<file path="config.mk">
export PLATFORM = sky130hd
export DESIGN_NAME = formula_isqrt_sum_pipe
export DESIGN_NICKNAME = d
export VERILOG_FILES = /design/src/rtl/formula_isqrt_sum_pipe.sv
export SDC_FILE = /design/constraint.sdc
export NUM_CORES = 2
export LEC_CHECK = 0
export BUFFER_PORTS_ARGS = -buffer_cell sky130_fd_sc_hd__buf_2
export CAP_MARGIN = 20
export CORE_ASPECT_RATIO = 0.6
export CORE_MARGIN = 2
export CORE_UTILIZATION = 50
export DETAILED_ROUTE_END_ITERATION = 10
export GPL_TIMING_DRIVEN = 0
export PLACE_DENSITY = 0.66
export SKIP_CTS_REPAIR_TIMING = 1
export SYNTH_ARGS = -nofsm -noshare
export SYNTH_HDL_FRONTEND = slang
export SYNTH_SLANG_ARGS = --single-unit
</file>
<file path="constraint.sdc">
create_clock -name clk -period 5.8 [get_ports clk]
set_input_delay 1.74 -clock clk [delete_from_list [all_inputs] [get_ports clk]]
set_output_delay 1.74 -clock clk [all_outputs]
set_load 0.05 [all_outputs]
</file>
<file path="src/rtl/formula_isqrt_sum_pipe.sv">
// Pipelined sum of per-channel integer square roots.
// FORMULA_ISQRT_SUM_IN_REG_EN adds an input register stage.
module formula_isqrt_sum_pipe #(
  parameter int N_ARGS = 3,
  parameter int ARG_W  = 32,
  localparam int SQ_W    = ARG_W / 2,
  localparam int ADD_LVL = $clog2(N_ARGS),
  localparam int RES_W   = SQ_W + ADD_LVL
) (
  input  logic                    clk,
  input  logic                    rst,
  input  logic                    arg_vld,
  input  logic [N_ARGS*ARG_W-1:0] args,
  output logic                    res_vld,
  output logic [RES_W-1:0]        res,
  output logic                    busy
);

  localparam int NV    = SQ_W + ADD_LVL + 1;
  localparam int REM_W = SQ_W + 2;

  function automatic int cnt(int l);
    return (N_ARGS + (1 << l) - 1) >> l;
  endfunction

  logic                    in_vld;
  logic [N_ARGS*ARG_W-1:0] in_args;
  logic [NV-1:0]           vp_q;

`ifdef FORMULA_ISQRT_SUM_IN_REG_EN
  logic                    in_vld_q;
  logic [N_ARGS*ARG_W-1:0] in_args_q;

  always_ff @(posedge clk or negedge rst) begin
    if (!rst) in_vld_q <= 1'b0;
    else      in_vld_q <= arg_vld;
  end

  always_ff @(posedge clk) begin
    if (arg_vld) in_args_q <= args;
  end

  assign in_vld  = in_vld_q;
  assign in_args = in_args_q;
  assign busy    = (|vp_q) | in_vld_q;
`else
  assign in_vld  = arg_vld;
  assign in_args = args;
  assign busy    = |vp_q;
`endif

  // One valid bit per stage: isqrt, adder levels, output.
  always_ff @(posedge clk or negedge rst) begin
    if (!rst) vp_q <= '0;
    else      vp_q <= (vp_q << 1) | NV'(in_vld);
  end

  for (genvar s = 0; s < SQ_W; s++) begin : stg
    localparam int IW = ARG_W - 2 * s;
    logic v_in;

    if (s == 0) begin : g_v
      assign v_in = in_vld;
    end else begin : g_v
      assign v_in = vp_q[s-1];
    end

    for (genvar c = 0; c < N_ARGS; c++) begin : ch
      logic [REM_W-1:0] rem_i;
      logic [REM_W-1:0] rem_sh;
      logic [REM_W-1:0] trial;
      logic [SQ_W-1:0]  root_i;
      logic [SQ_W-1:0]  root_q;
      logic [IW-1:0]    rad_i;
      logic             ge;

      if (s == 0) begin : g_in
        assign rem_i  = '0;
        assign root_i = '0;
        assign rad_i  = in_args[c*ARG_W +: ARG_W];
      end else begin : g_in
        assign rem_i  = stg[s-1].ch[c].g_nx.rem_q;
        assign root_i = stg[s-1].ch[c].root_q;
        assign rad_i  = stg[s-1].ch[c].g_nx.rad_q;
      end

      assign rem_sh = (rem_i << 2) | REM_W'(rad_i[IW-1 -: 2]);
      assign trial  = {root_i, 2'b01};
      assign ge     = rem_sh >= trial;

      always_ff @(posedge clk) begin
        if (v_in) root_q <= (root_i << 1) | SQ_W'(ge);
      end

      if (s < SQ_W - 1) begin : g_nx
        logic [REM_W-1:0] rem_q;
        logic [IW-3:0]    rad_q;

        always_ff @(posedge clk) begin
          if (v_in) begin
            rem_q <= ge ? rem_sh - trial : rem_sh;
            rad_q <= rad_i[IW-3:0];
          end
        end
      end
    end
  end

  logic [RES_W-1:0] tree_sum;

  if (ADD_LVL == 0) begin : g_notree
    assign tree_sum = RES_W'(stg[SQ_W-1].ch[0].root_q);
  end else begin : g_tree
    for (genvar l = 1; l <= ADD_LVL; l++) begin : lvl
      localparam int NI = cnt(l - 1);
      localparam int NO = cnt(l);

      for (genvar i = 0; i < NI; i++) begin : g_op
        logic [RES_W-1:0] op;
        if (l == 1) begin : g_src
          assign op = RES_W'(stg[SQ_W-1].ch[i].root_q);
        end else begin : g_src
          assign op = lvl[l-1].nd[i].sum_q;
        end
      end

      // Odd leftover operand is registered unchanged.
      for (genvar o = 0; o < NO; o++) begin : nd
        logic [RES_W-1:0] sum_q;
        if (2 * o + 1 < NI) begin : g_add
          always_ff @(posedge clk) begin
            if (vp_q[SQ_W+l-2])
              sum_q <= g_op[2*o].op + g_op[2*o+1].op;
          end
        end else begin : g_pass
          always_ff @(posedge clk) begin
            if (vp_q[SQ_W+l-2]) sum_q <= g_op[2*o].op;
          end
        end
      end
    end

    assign tree_sum = lvl[ADD_LVL].nd[0].sum_q;
  end

  always_ff @(posedge clk or negedge rst) begin
    if (!rst)            res <= '0;
    else if (vp_q[NV-2]) res <= tree_sum;
  end

  assign res_vld = vp_q[NV-1];

endmodule

</file>
; ---- Yosys cells after proc, flatten, opt, wreduce, memory -nomap -nowiden
; Cells that the tools add are included.
[word_totals]
reg_bits = 2171
inputBits = 99
output_inout_bits = 20
word_cells = 378
[classes]
add_sub_neg = 47
n_lt_le_gt_ge = 48
muxes = 45
n_bitwise = 91
n_reduce_logical = 1
[op_table]
columns = cell, count
row1 = 18-bit by 2-bit OR with 18-bit output, 45
row2 = 18-bit >= comparator, 39
row3 = 16-bit 2-to-1 mux, 42
row4 = 16-bit by 1-bit OR with 16-bit output, 39
row5 = 16-bit subtractor, 36
row6 = 18-bit by 3-bit >= comparator with 1-bit output, 3
row7 = 18-bit by 4-bit >= comparator with 1-bit output, 3
row8 = 16-bit by 3-bit subtractor with 16-bit output, 3
row9 = 16-bit by 4-bit subtractor with 16-bit output, 3
row10 = 19-bit by 1-bit OR with 19-bit output, 1
row11 = 19-bit OR reduction, 1
row12 = 18-bit by 16-bit adder with 18-bit output, 1
row13 = 16-bit by 16-bit adder with 17-bit output, 1
row14 = 3-bit by 1-bit OR with 3-bit output, 3
row15 = "2-bit by 1-bit subtractor with 3-bit output, second input constant", 3
row16 = "2-bit by 1-bit >= comparator with 1-bit output, second input constant", 3
row17 = 2-bit 2-to-1 mux, 3
row18 = 2-bit by 1-bit OR with 2-bit output, 3

; ---- Depth between registers and ports, before layout
[logic_depth]
ltp_word = 3
depth_mapped = 13
depth_no_buf = 11

; ---- Worst setup path before layout
; OpenSTA, ideal clock, no wires.
[synth_timing]
path_kind = flip-flop to output port
start = register vp_q[1]
end = output busy
arrival_ns = 3.855
t_required_ns = 4.060
setup_slack_ns = 0.205
path_stages_with_launch = 4
path_buffers = 0
cell_sequence = dfrtp_1 > nor4_1 > nand4_1 > or4_1
[synth_via]
elab_chain_cells = 1
[synth_lines]
columns = element, line
row1 = from (decl), 28  ; logic [NV-1:0] vp_q;
row2 = from (signal assigned), 55  ; else vp_q <= (vp_q << 1) | NV'(in_vld);
row3 = 19-bit OR reduction, 49  ; assign busy = |vp_q;
row4 = to (decl), 16  ; output logic busy
; No other way between the ends.

; ---- Worst setup path in the final report
[layout_timing]
start = register vp_q[13]
end = output busy
; The elaborated chain is that of the path after synthesis.

==> metrics.cfg <==
[run_status]
status = finished, final reports clean

[global_routing]
grt_max_degree = 74
antenna_found_initial = 1
grt_pass1_wl_microns = 252000
globalRouteOverflowTotal = 0
grtUsageTotal = 0.181
grt_pass1_vias = 46300

[timing]
finalHoldViolCount = 0
relSlewSlack = 0.403
rsz0062_at_grt = false
period_needed_ns = 5.27
timing.final.max_slew_violations = 0
fin_ws_ns = 0.528
post-route-period-util = 0.909
clock.fmax_ghz = 0.190
max_slew.worst_pin.slew_ns = 0.872
tns_ns = 0
finalSetupViolations = 0
fin_skew_ns = 0.0381

[yosys]
synthCells = 6179
yosys_warnings = 0
avgSynthCellArea_sq_um = 13.8
yosysSeqAreaShare = 0.664
syn_area_sq_um = 85100
ys_types = 84
ys.flop_type = edfxtp_1
synth_edf_count = 1851
synth-seq-cells = 1888
synthArstFlopShare = 0.0196

[floorplanning]
fp.dieW_microns = 537
die_h_microns = 324
die_area_sq_um = 174000
rows = 117
pin_count = 119
start_util = 0.503
coreArea_sq_um = 169000

[cts]
cts-root-buf = clkbuf_16
clkTransAtPathRegs_ns = 0.06
cts_buffers = 181
clk_latency_ns = 0.81
clockBufferDepth = 4
clock-sinks = 1888
cts_tree = done
htreeDepth = 4

[power]
p_leak_nw = 37.1
total_power_w = 0.0312
pwr_density_cell_nw_per_um2 = 328
ir_worst_vdd_uv = 225

[detailed_routing]
vias = 47700
dr.pass1.iters = 8
drt-initial-drc-count = 3929
vias_per_cell = 5.36
antenna_left = 0
wirelength_microns = 156000
drc = 0
routedWlPerCell_microns = 17.5

[final_layout]
drive_gt1_frac = 0.0775
fin_util = 0.562
nNetsFinal = 7096
syn2layout_area_growth_pct = 11.8
multi_input_area_sq_um = 26300
nFillCells = 13300
fin_area_sq_um = 95100
seq_area_sq_um = 56600

[place]
placed_cell_area_sq_um = 89200
dp_hpwl_microns = 112000
routabilityCongestion = 0.911
io_buffers = 118
place_ws_ns = 1.33

[worst_setup_path]
path_class = register to output port
cp-start-kind = register
end_kind = output port
crit_fanout = 66
arrival_ns = 3.53
crit_required_ns = 4.06

[flow_run]
drv_cap = 0

[hold_path]
hold_class = register to register

==> state kept, by name, indices dropped and copies added, names as in the netlist <==
register	count
stg.ch.root_i	30
g_tree.lvl.nd.sum_q	51
vp_q	19
res	18
stg.ch.rem_i	48
stg.ch.root_q	378
stg.ch.rad_i	36
stg.ch.g_nx.rem_q	624
stg.ch.g_nx.rad_q	684
==> path summary, 6_finish.rpt <==
check	start	to	slack (ns)	depth (start not counted)
worst max-delay path	vp_q[13]$_DFF_PN0_	busy	0.53	5
worst min-delay path	vp_q[17]$_DFF_PN0_	vp_q[18]$_DFF_PN0_	0.38	0
worst max register to register	stg[10].ch[0].rem_i[0]$_DFFE_PP_	stg[10].ch[0].g_nx.rem_q[3]$_DFFE_PP_	2.11	10
worst min register to register	vp_q[17]$_DFF_PN0_	vp_q[18]$_DFF_PN0_	0.38	0
max in group asynchronous	rst	vp_q[2]$_DFF_PN0_	4.39	2
min in group asynchronous	rst	vp_q[3]$_DFF_PN0_	0.86	1
==> cell usage after synthesis (61+ instances only) <==
library cell  number  area [sq um]
nor4_1            69           432
xor2_1           204          1790
nor3_1           140           701
xnor2_1          322          2820
a21o_1           118           886
nand3_1           61           305
nor2_1           407          1530
o21a_1            98           736
o21ai_0           90           450
a21oi_1          388          1940
nand2_1          281          1050
o21ai_1          167           836
edfxtp_1        1851         55600
mux2_1            86           968
ha_1             488          6110
nand2b_1         110           688
inv_1            523          1960
nor2b_1           67           419
==> cells in the final DEF, fill, tap and decap left out, types with 26 or more instances in the layout <==
cell,netlist,routed
edfxtp_1,1851,1851
inv_1,523,523
ha_1,488,488
nor2_1,407,407
a21oi_1,388,388
xnor2_1,322,322
nand2_1,281,281
xor2_1,204,204
clkbuf_16,0,184
o21ai_1,167,167
nor3_1,140,140
buf_2,7,124
a21o_1,118,118
nand2b_1,110,110
o21a_1,98,98
o21ai_0,90,90
mux2_1,86,86
clkbuf_1,52,80
nor4_1,69,69
nor2b_1,67,67
nand3_1,61,61
nand4_1,50,50
or3_1,49,49
mux2_2,42,42
a31oi_1,40,40
o31ai_1,38,38
clkinv_1,0,29
a211oi_1,27,27
and2_1,27,27
and3_1,26,26
nand3b_1,26,26
==> worst max-delay path, stage by stage, from the launching register on <==
cell and delay [ns]:
dfrtp_4 0.67, buf_16 0.31, nor4_1 0.66, nand4_1 0.28, or4_1 0.51, buf_2 0.24
==> per-stage QoR <==
| stage | hold WS, ns | instances |
|---|---|---|
| after floorplan | 0.352 | 6181 |
| after global placement | 0.362 | 8560 |
| after detailed placement | 0.363 | 8584 |
| after CTS | 0.380 | 8903 |
| after global routing | 0.396 | 8904 |
| final | 0.383 | 8905 |
==> cell families (layout without fill, tap and decap cells) <==
kind of cell	Yosys count	count (layout)	share of synthesized area
AOI/OAI and AO/OA	1128	1128	0.0821
xor gates and xnor gates	526	526	0.0542
adders and majority gates	490	490	0.0722
buffers and inverters	604	1066	0.0268
DFF	1888	1888	0.664
muxes	143	143	0.0187
other	1	4	0.0000441
and+or+nand+nor	1399	1399	0.0817
==> power by group <==
part | internal [W] | switching [W]
Clock | 0.00689 | 0.00494
Combinational | 0.00114 | 0.00152
Sequential | 0.0161 | 0.000613
Total | 0.0241 | 0.00707
==> routing by layer <==
layer | GRT usage | share of wire | up-vias | wire length, microns
met3 | 0.0281 | 0.053 | 279 | 8210
met1 | 0.293 | 0.53 | 22700 | 81800
met4 | 0.0489 | 0.024 | 0 | 3770
met2 | 0.250 | 0.40 | 1208 | 61800
met5 | 0 | 0 | - | 0
li1 | - | - | 23500 | -
==> area by class of cell <==
cell class	instances	share of cell area
flip-flops and latches	1888	0.595
multi-input cells	3689	0.276
clock buffers	220	0.0507
well taps	2261	0.0297
inverters	541	0.0214
repair buffers	143	0.0132
clock inverters	99	0.0115
plain buffers	63	0.00258
diodes	1	0.0000263
No activity file was read; power rests on OpenSTA's default activity.
